[config.mk]
export PLATFORM = sky130hd
export DESIGN_NAME = tick_timer
export DESIGN_NICKNAME = d
export VERILOG_FILES = /design/src/rtl/tick_timer.sv
export SDC_FILE = /design/constraint.sdc
export NUM_CORES = 1
export LEC_CHECK = 0
export CAP_MARGIN = 20
export CORE_MARGIN = 5
export CORE_UTILIZATION = 62
export CTS_BUF_LIST = sky130_fd_sc_hd__clkbuf_16
export CTS_CLUSTER_DIAMETER = 150
export DETAILED_ROUTE_END_ITERATION = 12
export GPL_ROUTABILITY_DRIVEN = 0
export GPL_TIMING_DRIVEN = 0
export PLACE_DENSITY = 0.87
export SYNTH_ARGS = -nofsm -noshare
export SYNTH_HDL_FRONTEND = slang
export SYNTH_SLANG_ARGS = --single-unit
[constraint.sdc]
create_clock -name clk -period 8.05 [get_ports clk]
set_input_delay 1.61 -clock clk [delete_from_list [all_inputs] [get_ports clk]]
set_output_delay 1.61 -clock clk [all_outputs]
set_load 0.01 [all_outputs]
[src/rtl/tick_timer.sv]
// Programmable prescaler producing period/half-period ticks, an amber blink level
// and a loadable countdown timer. Define TICK_TIMER_PAUSE_EN to add the `pause` input.
module tick_timer #(
  parameter int CNT_W       = 25,
  parameter int DEFAULT_DIV = 27_000_000,
  parameter int TMR_W       = 8
) (
  input  logic             clk,
  input  logic             devider_reset,
  input  logic             div_load,
  input  logic [CNT_W-1:0] div_value,
  input  logic             timer_load,
  input  logic [TMR_W-1:0] timer_value,
`ifdef TICK_TIMER_PAUSE_EN
  input  logic             pause,
`endif
  output logic             tick,
  output logic             tick_half,
  output logic             blink,
  output logic [TMR_W-1:0] timer_remaining,
  output logic             timer_busy,
  output logic             timer_done
);

  logic             run;
  logic [CNT_W-1:0] div_reg;
  logic [CNT_W-1:0] cnt;
  logic [CNT_W-1:0] last_cnt;
  logic [CNT_W-1:0] mid_cnt;
  logic [CNT_W-1:0] load_div;
  logic             wrap_ev;
  logic             mid_ev;

`ifdef TICK_TIMER_PAUSE_EN
  assign run = ~pause;
`else
  assign run = 1'b1;
`endif

  // A div_load edge restarts the period, so it suppresses both events on that edge.
  assign last_cnt = div_reg - CNT_W'(1);
  assign mid_cnt  = (div_reg >> 1) - CNT_W'(1);
  assign wrap_ev  = run && !div_load && (cnt == last_cnt);
  assign mid_ev   = run && !div_load && (cnt == mid_cnt);
  assign load_div = (div_value < CNT_W'(2)) ? CNT_W'(2) : div_value;

  always_ff @(posedge clk) begin
    if (devider_reset) begin
      div_reg   <= CNT_W'(DEFAULT_DIV);
      cnt       <= '0;
      tick      <= 1'b0;
      tick_half <= 1'b0;
      blink     <= 1'b0;
    end else begin
      tick      <= wrap_ev;
      tick_half <= wrap_ev | mid_ev;
      if (wrap_ev | mid_ev)
        blink <= ~blink;
      if (div_load) begin
        div_reg <= load_div;
        cnt     <= '0;
      end else if (run) begin
        cnt <= wrap_ev ? '0 : cnt + CNT_W'(1);
      end
    end
  end

  // A load always wins over a same-edge decrement; loading zero reports done at once.
  always_ff @(posedge clk) begin
    if (devider_reset) begin
      timer_remaining <= '0;
      timer_busy      <= 1'b0;
      timer_done      <= 1'b0;
    end else begin
      timer_done <= 1'b0;
      if (timer_load) begin
        timer_remaining <= timer_value;
        timer_busy      <= (timer_value != '0);
        timer_done      <= run && (timer_value == '0);
      end else if (timer_busy && wrap_ev) begin
        timer_remaining <= timer_remaining - TMR_W'(1);
        if (timer_remaining == TMR_W'(1)) begin
          timer_busy <= 1'b0;
          timer_done <= 1'b1;
        end
      end
    end
  end

endmodule

==> out/qor.txt, run 1 <==
WORST SETUP PATH
--------------------------------------------------------------------------------------------------------
Max incr delay on CP ......................................................................       570 ps
Type of the setup path with the least slack ............................................... input pin to flop
Arrival @ worst endpoint ..................................................................      4440 ps
WP data required ..........................................................................      8250 ps
Slowest CP cell ........................................................................... clkdlybuf4s50_1
Combined buffer and inverter count along the critical path ................................            3
Largest driver fanout on the critical path ................................................           10
Cell breakdown of the critical path ....................................................... clkdlybuf4s50_1 -> a211o_1 -> nor3_1 -> nand3_1 -> or4_1 -> or3_1 -> buf_6 -> nand2_4 -> buf_6 -> nor2_1
Startpoint type of the worst setup path ...................................................    input pin
Family with the most delay on the worst path .............................................. simple AND/OR/NAND/NOR gates
Cell type with the highest occurrence count on the critical path ..........................        buf_6
Endpoint type of the worst setup path .....................................................         flop

STA
--------------------------------------------------------------------------------------------------------
Number of endpoints failing setup at the final stage ......................................            0
Post-route worst hold slack ...............................................................     564.5 ps
Post-route setup TNS ......................................................................         0 ps
Total count of max-transition violations in the final report ..............................            0
Worst slew margin relative to its limit ...................................................       29.24%
Final hold violations .....................................................................            0
Setup repair after global routing missed its margin .......................................        false
Slew at the pin closest to its max-slew limit .............................................      1047 ps
Tcrit/Tclk final ..........................................................................       52.58%
Top achievable clock speed ................................................................   0.2363 GHz
Post-layout min period ....................................................................      4233 ps
Clock skew ................................................................................     11.57 ps

YOSYS
--------------------------------------------------------------------------------------------------------
Count of yosys warnings during synthesis ..................................................            0
Mean instance size in the synthesized netlist .............................................  8.014 sq um
Number of synthesized register bits .......................................................           63
Syn Inst Count ............................................................................          563
Sequential area share after synthesis .....................................................       27.95%
Most used DFF post-synth ..................................................................      dfxtp_1
Proportion of synthesized flip-flops having asynchronous set or reset .....................           0%
Count of cell types in the netlist ........................................................           62
Net Count, Synth ..........................................................................          605
Cell area after technology mapping ........................................................   4512 sq um
EDFF count, synth .........................................................................            0

FLOORPLANNING
--------------------------------------------------------------------------------------------------------
Width of the chip .........................................................................     95.31 um
Floorplan die area ........................................................................   9083 sq um
Core area .................................................................................   7176 sq um
Die Height ................................................................................     95.31 um
Starting Density ..........................................................................       62.88%
Number of placement rows ..................................................................           31
# IOs .....................................................................................           50

LAYOUT
--------------------------------------------------------------------------------------------------------
Area Overhead vs Synth ....................................................................       19.80%
Share of cells above drive strength 1 .....................................................       6.061%
Final Net Count ...........................................................................          664
Antenna diode count .......................................................................            0

FLOW RUN
--------------------------------------------------------------------------------------------------------
Max-cap violations ........................................................................            0

CLOCKING
--------------------------------------------------------------------------------------------------------
Post-CTS clock slew at the launch and capture registers of the worst setup and hold paths .        50 ps
Clk_lat worst skew ........................................................................       340 ps
Number of hold buffers added after CTS ....................................................            0
PostCTS Resize Cnt ........................................................................            0
Clock buffers created by TritonCTS ........................................................            9
Buffers inserted by post-CTS timing repair ................................................            0
Cell at the root of the clock tree ........................................................    clkbuf_16
Max Root-Sink Buffers .....................................................................            2
CTS H-tree depth ..........................................................................            3
TritonCTS clock tree ......................................................................        built
Number of clock sinks .....................................................................           63

ROUTING
--------------------------------------------------------------------------------------------------------
Length of the first detailed-routing pass in iterations ...................................            7
Total via count in the routed design ......................................................         4639
Count of antenna-violating nets left after detailed routing ...............................            0
Final routed wirelength across all metal layers ...........................................     13.07 mm
Count of unresolved DRC violations after routing ..........................................            0
DR iter-0 viols ...........................................................................          441
Post-detailed-route wirelength per cell ...................................................     18.01 um
Average via count per standard cell .......................................................        6.390

GLOBAL ROUTE
--------------------------------------------------------------------------------------------------------
Antenna violations before repair ..........................................................            0
Congestion Overflow GR ....................................................................            0
Via count of the first global-routing pass ................................................         4315
Global-route wire length before repair ....................................................     20.91 mm
Met3 layer usage reported by global route .................................................       7.498%
Overall track demand over capacity in global routing ......................................       29.64%
Global Route met1 Usage ...................................................................       38.44%
Met2 layer usage reported by global route .................................................       45.42%
Busiest layer in global routing ...........................................................         met2
Pin count of the biggest net entering global routing ......................................           12

PLACE
--------------------------------------------------------------------------------------------------------
Number of buffers inserted by port buffering ..............................................           48
Detail Placement HPWL .....................................................................     9.966 mm

PWR
--------------------------------------------------------------------------------------------------------
Sequential group share of total power .....................................................        38.5%
Switching power total .....................................................................    0.2398 mW
Combinational power share .................................................................        18.1%
Leakage power of the design ...............................................................     1.823 nW
Cell-internal power .......................................................................    0.6293 mW
Power per cell area ....................................................................... 160.8 nW/um^2
Peak supply drop ..........................................................................     96.62 uV
Clock power frac ..........................................................................        43.4%
Switching part of the total ...............................................................       27.59%

HOLD PATH
--------------------------------------------------------------------------------------------------------
HP Class .................................................................................. flop to flop

RUN STATUS
--------------------------------------------------------------------------------------------------------
Run status ................................................................................ finished clean

placed cells by master (no fill, tap or decap), types with 4 or more instances in the layout:
cell type        synthesis  layout
and3_1                  13      13
ha_1                     5       5
dfxtp_1                 63      63
o211ai_1                 4       4
a211oi_1                 4       4
nand4b_1                 4       4
clkbuf_16                0       9
clkbuf_1                34      34
and2_1                   4       4
inv_1                   14      14
nor2b_1                 21      21
a22o_1                  10      10
buf_2                    5       5
buf_6                    4       4
nor2_1                  64      64
nor4_1                  22      22
xor2_1                  30      30
a21oi_1                  6       6
a211o_1                 18      18
nand4_1                 16      16
xnor2_1                 61      61
or4_1                    7       7
and4_1                   7       7
nand2_1                 24      24
a31oi_1                  7       7
clkdlybuf4s50_1          0      48
or3_1                    7       7
nor4b_1                  4       4
nand3_1                 16      16
o21ai_0                 11      11
nor3_1                  23      23
metal layers:
metal / vias up / wire (um) / share of wire, %
li1: 2150 / - / -
met1: 2178 / 5390 / 41
met2: 255 / 6001 / 46
met3: 56 / 1192 / 9.1
met4: 0 / 489 / 3.7
met5: - / 0 / 0
per-stage QoR:
stage | util, % | power [mW] | cells | area, sq um | worst slack (ps)
final | 75.33 | 0.8690 | 726 | 5405 | 3817
after CTS | 75.33 | 0.8697 | 726 | 5405 | 3900
after detailed placement | 71.30 | 0.4926 | 710 | 5116 | 3570
after global routing | 75.33 | 0.9029 | 726 | 5405 | 3654
after global placement | 71.30 | 0.4869 | 710 | 5116 | 3594
after floorplan | - | 0.4361 | 563 | 4512 | 4537
cells by family after synthesis:
group / after synthesis / synth area share, %
AOI/OAI and AO/OA: 84 / 14.42
adders and majority gates: 5 / 1.387
buffers and inverters: 63 / 6.239
DFF: 63 / 27.95
muxes: 4 / 0.9152
xor gates and xnor gates: 91 / 17.66
and+or+nand+nor: 253 / 31.42
layout make-up:
cell class / count / area (sq um)
Inverter: 14 / 52.55
Fill cell: 556 / 1770
Clock buffer: 9 / 225.2
Sequential cell: 63 / 1261
Tap cell: 99 / 123.9
Multi-Input combinational cell: 437 / 2969
Clock inverter: 7 / 63.81
Buffer: 49 / 229.0
Timing Repair Buffer: 48 / 480.5
synth_stat cells, drive strengths merged (4+ instances only):
master   number  area, sq um
nand2        25        101.4
o21ai        11        55.05
nand4        16        100.1
nand4b        4        35.03
a31oi         7        43.79
nor4         22        137.6
xnor2        61        534.3
nor3         24        125.1
and3         13        81.33
and4          7        61.31
and2          5        31.28
ha            5        62.56
a2111oi       5        56.31
or3           7        43.79
nand3        16        80.08
a211o        18        157.7
inv          14        52.55
nor2         64        240.2
a21oi         6        30.03
a211oi        5        42.54
nor4b         5        50.04
nor2b        21        131.4
xor2         30        262.8
o211ai        4        30.03
or4           8        63.81
clkbuf       35        132.6
a22o         10        87.58
dfxtp        63         1261
buf          14        96.33
power by group through the flow:
stage	Clock [mW]	Sequential (mW)	Combinational, mW
2_1_floorplan	0	0.339	0.0972
3_3_place_gp	0	0.340	0.147
6_report	0.377	0.334	0.158
4_1_cts	0.382	0.334	0.154
3_5_place_dp	0	0.340	0.152
5_1_grt	0.399	0.335	0.168
final timing paths:
check | startpoint | endpoint | slack, ps | depth (start not counted)
setup reg to reg | div_reg[2] | timer_remaining[6] | 3910 | 12
hold reg to reg | timer_busy | timer_busy | 560 | 2
setup / recovery | div_load | cnt[0] | 3820 | 10
hold / removal | timer_busy | timer_busy | 560 | 2
worst reg2reg max path: cells and delay by family, from the launching register on:
kind,cells,cell delay [ps]
fa+ha+maj,1,320
simple gates,6,2370
buf+inv,3,560
compound gates,2,470
flops,1,290
Power figures use the tool's default switching activity.
==> inputs of run 2 (changes only) <==
- CORE_UTILIZATION: 62 -> 52
- PLACE_DENSITY: 0.87 -> 0.77
- clock period: 8.05 -> 3.47 ns (I/O delays scaled with it)
==> out/qor.txt, run 2 (synthesis gave the netlist of run 1 again) <==
WORST SETUP PATH
--------------------------------------------------------------------------------------------------------
R2R setup slack ...........................................................................        70 ps   was 3910 ps
Setup crit end ............................................................................ timer_remaining[6]   was cnt[0]
R2R Path Start ............................................................................  div_reg[15]   was div_reg[2]
Startpoint of the most critical setup path ................................................  div_reg[15]   was div_load
Largest driver fanout on the critical path ................................................           10   unchanged
Arrival @ worst endpoint ..................................................................      3610 ps   was 4440 ps
Endpoint of the worst-slack reg-to-reg timing path ........................................ timer_remaining[6]   unchanged
Reg2reg path depth ........................................................................           10   was 12
Startpoint type of the worst setup path ...................................................         flop   was input pin
Type of the setup path with the least slack ............................................... flop to flop   was input pin to flop
Endpoint type of the worst setup path .....................................................         flop   unchanged
WP data required ..........................................................................      3670 ps   was 8250 ps

ROUTING
--------------------------------------------------------------------------------------------------------
Count of antenna-violating nets left after detailed routing ...............................            0   unchanged
Total via count in the routed design ......................................................         4494   was 4639
Count of unresolved DRC violations after routing ..........................................            0   unchanged
Final routed wirelength across all metal layers ...........................................     13.35 mm   was 13.07 mm
Length of the first detailed-routing pass in iterations ...................................            6   was 7
Post-detailed-route wirelength per cell ...................................................     18.19 um   was 18.01 um
DR iter-0 viols ...........................................................................          439   was 441
Average via count per standard cell .......................................................        6.123   was 6.390

LAYOUT
--------------------------------------------------------------------------------------------------------
Area Overhead vs Synth ....................................................................       21.94%   was 19.80%
Final Core Density ........................................................................       64.02%   was 75.33%
Final Net Count ...........................................................................          663   was 664
Most frequent standard cell in the layout excluding fill and tap cells ....................       nor2_1   unchanged
Leading cell types in the layout, fill and taps excluded .................................. 64 x nor2_1, 61 x xnor2_1, 60 x dfxtp_1   was 64 x nor2_1, 63 x dfxtp_1, 61 x xnor2_1
Share of cells above drive strength 1 .....................................................       8.466%   was 6.061%
Antenna diode count .......................................................................            0   unchanged

STA
--------------------------------------------------------------------------------------------------------
Number of endpoints failing setup at the final stage ......................................            0   unchanged
Total count of max-transition violations in the final report ..............................            0   unchanged
Top achievable clock speed ................................................................   0.2939 GHz
Tcrit/Tclk final ..........................................................................       98.04%
Worst slew margin relative to its limit ...................................................       46.08%   was 29.24%
Post-layout min period ....................................................................      3402 ps
Setup repair after global routing missed its margin .......................................        false   unchanged
Clock skew ................................................................................     7.494 ps   was 11.57 ps
Slew at the pin closest to its max-slew limit .............................................     805.8 ps   was 1047 ps
Post-route setup TNS ......................................................................         0 ps   unchanged
Final hold violations .....................................................................            0   unchanged

FLOORPLANNING
--------------------------------------------------------------------------------------------------------
Starting Density ..........................................................................       52.50%   was 62.88%
Number of placement rows ..................................................................           34   was 31
Width of the chip .........................................................................     103.2 um   was 95.31 um
Die Height ................................................................................     103.2 um   was 95.31 um
Core area .................................................................................   8593 sq um   was 7176 sq um
# IOs .....................................................................................           50   unchanged
Floorplan die area ........................................................................  10640 sq um   was 9083 sq um

CLOCKING
--------------------------------------------------------------------------------------------------------
Clock buffers created by TritonCTS ........................................................            9   unchanged
Max Root-Sink Buffers .....................................................................            2   unchanged
Number of clock sinks .....................................................................           63   unchanged
TritonCTS clock tree ......................................................................        built   unchanged
CTS H-tree depth ..........................................................................            3   unchanged
Clk_lat worst skew ........................................................................       340 ps   about the same
Cell at the root of the clock tree ........................................................    clkbuf_16   unchanged
Post-CTS clock slew at the launch and capture registers of the worst setup and hold paths .        60 ps   was 50 ps

PWR
--------------------------------------------------------------------------------------------------------
Total power ...............................................................................     2.063 mW   was 0.8690 mW
Power per cell area ....................................................................... 375.0 nW/um^2   was 160.8 nW/um^2
Peak supply drop ..........................................................................     195.5 uV   was 96.62 uV
Leakage power of the design ...............................................................     1.848 nW   was 1.823 nW

GLOBAL ROUTE
--------------------------------------------------------------------------------------------------------
Via count of the first global-routing pass ................................................         4253   was 4315
Antenna violations before repair ..........................................................            0   unchanged
Overall track demand over capacity in global routing ......................................       24.98%   was 29.64%
Congestion Overflow GR ....................................................................            0   unchanged
Global-route wire length before repair ....................................................     20.67 mm   was 20.91 mm
Pin count of the biggest net entering global routing ......................................           13   was 12

FLOW RUN
--------------------------------------------------------------------------------------------------------
Max-cap violations ........................................................................            0   unchanged

PLACE
--------------------------------------------------------------------------------------------------------
Detail Placement HPWL .....................................................................     9.968 mm   was 9.966 mm
Number of buffers inserted by port buffering ..............................................           48   unchanged

HOLD PATH
--------------------------------------------------------------------------------------------------------
HP Class .................................................................................. flop to flop   unchanged

RUN STATUS
--------------------------------------------------------------------------------------------------------
Run status ................................................................................ finished clean   unchanged

run 2: changes by cell type in the layout (fill, tap and decap cells not counted), sizes merged:
cell      delta
clkinvlp     +1
clkbuf       -2
inv          +1
buf          +1
clkinv       -2
run 2: how the worst min path moves through the flow:
stage / from / to / slack (ps) / depth (start not counted)
floorplan: cnt[0] / cnt[0] / 470 / 1
global placement: timer_busy / timer_busy / 530 / 2
detailed placement: timer_busy / timer_busy / 530 / 2
CTS: timer_busy / timer_busy / 540 / 2
global route: div_reg[1] / div_reg[1] / 580 / 2
finish: timer_busy / timer_busy / 540 / 2
run 2: power by group:
group | internal (mW) | switching (mW)
Sequential | 0.751 | 0.0298
Clock | 0.557 | 0.352
Combinational | 0.166 | 0.208
run 2: worst max-delay path, cell delays in order, from the launching register on:
cell,delay (ps)
dfxtp_1,300
buf_2,190
or4_4,520
or4_1,430
a211oi_2,300
o211ai_1,130
nor4_1,420
and4b_1,360
buf_4,210
nor4bb_1,330
nor4_1,80
run 2: area by class of cell:
cell class / instances / area [sq um]
plain buffers: 47 / 221.5
clock buffers: 9 / 225.2
clock inverters: 7 / 72.57
fillers: 741 / 3092
inverters: 14 / 52.55
multi-input cells: 437 / 3042
flip-flops and latches: 63 / 1265
well taps: 108 / 135.1
repair buffers: 49 / 488.0
run 2: through the flow:
stage                     setup slack [ps]  instance area (sq um)  hold slack (ps)  instances
final                                67.96                   5502            541.1        734
after global routing                 1.817                   5502            578.8        734
after CTS                            12.11                   5463            537.9        735
after detailed placement            -446.3                   5127            528.0        719
after global placement              -332.1                   5127            529.7        719
after floorplan                      319.9                   4512            474.6        563
run 2: what timing repair did:
item                       4_1_cts  5_1_grt
setup buffers                    1        0
pin swaps                        1        0
hold buffers                     0        0
setup endpoints to repair       38       30
resized for setup                6       10
run 2: metal layers:
layer	wire length, um	GRT usage, %	up-vias
li1	-	-	2137
met1	5830	32.52	2079
met2	6077	40.80	234
met3	1092	4.601	44
met4	353	9.960	0
met5	0	0	-
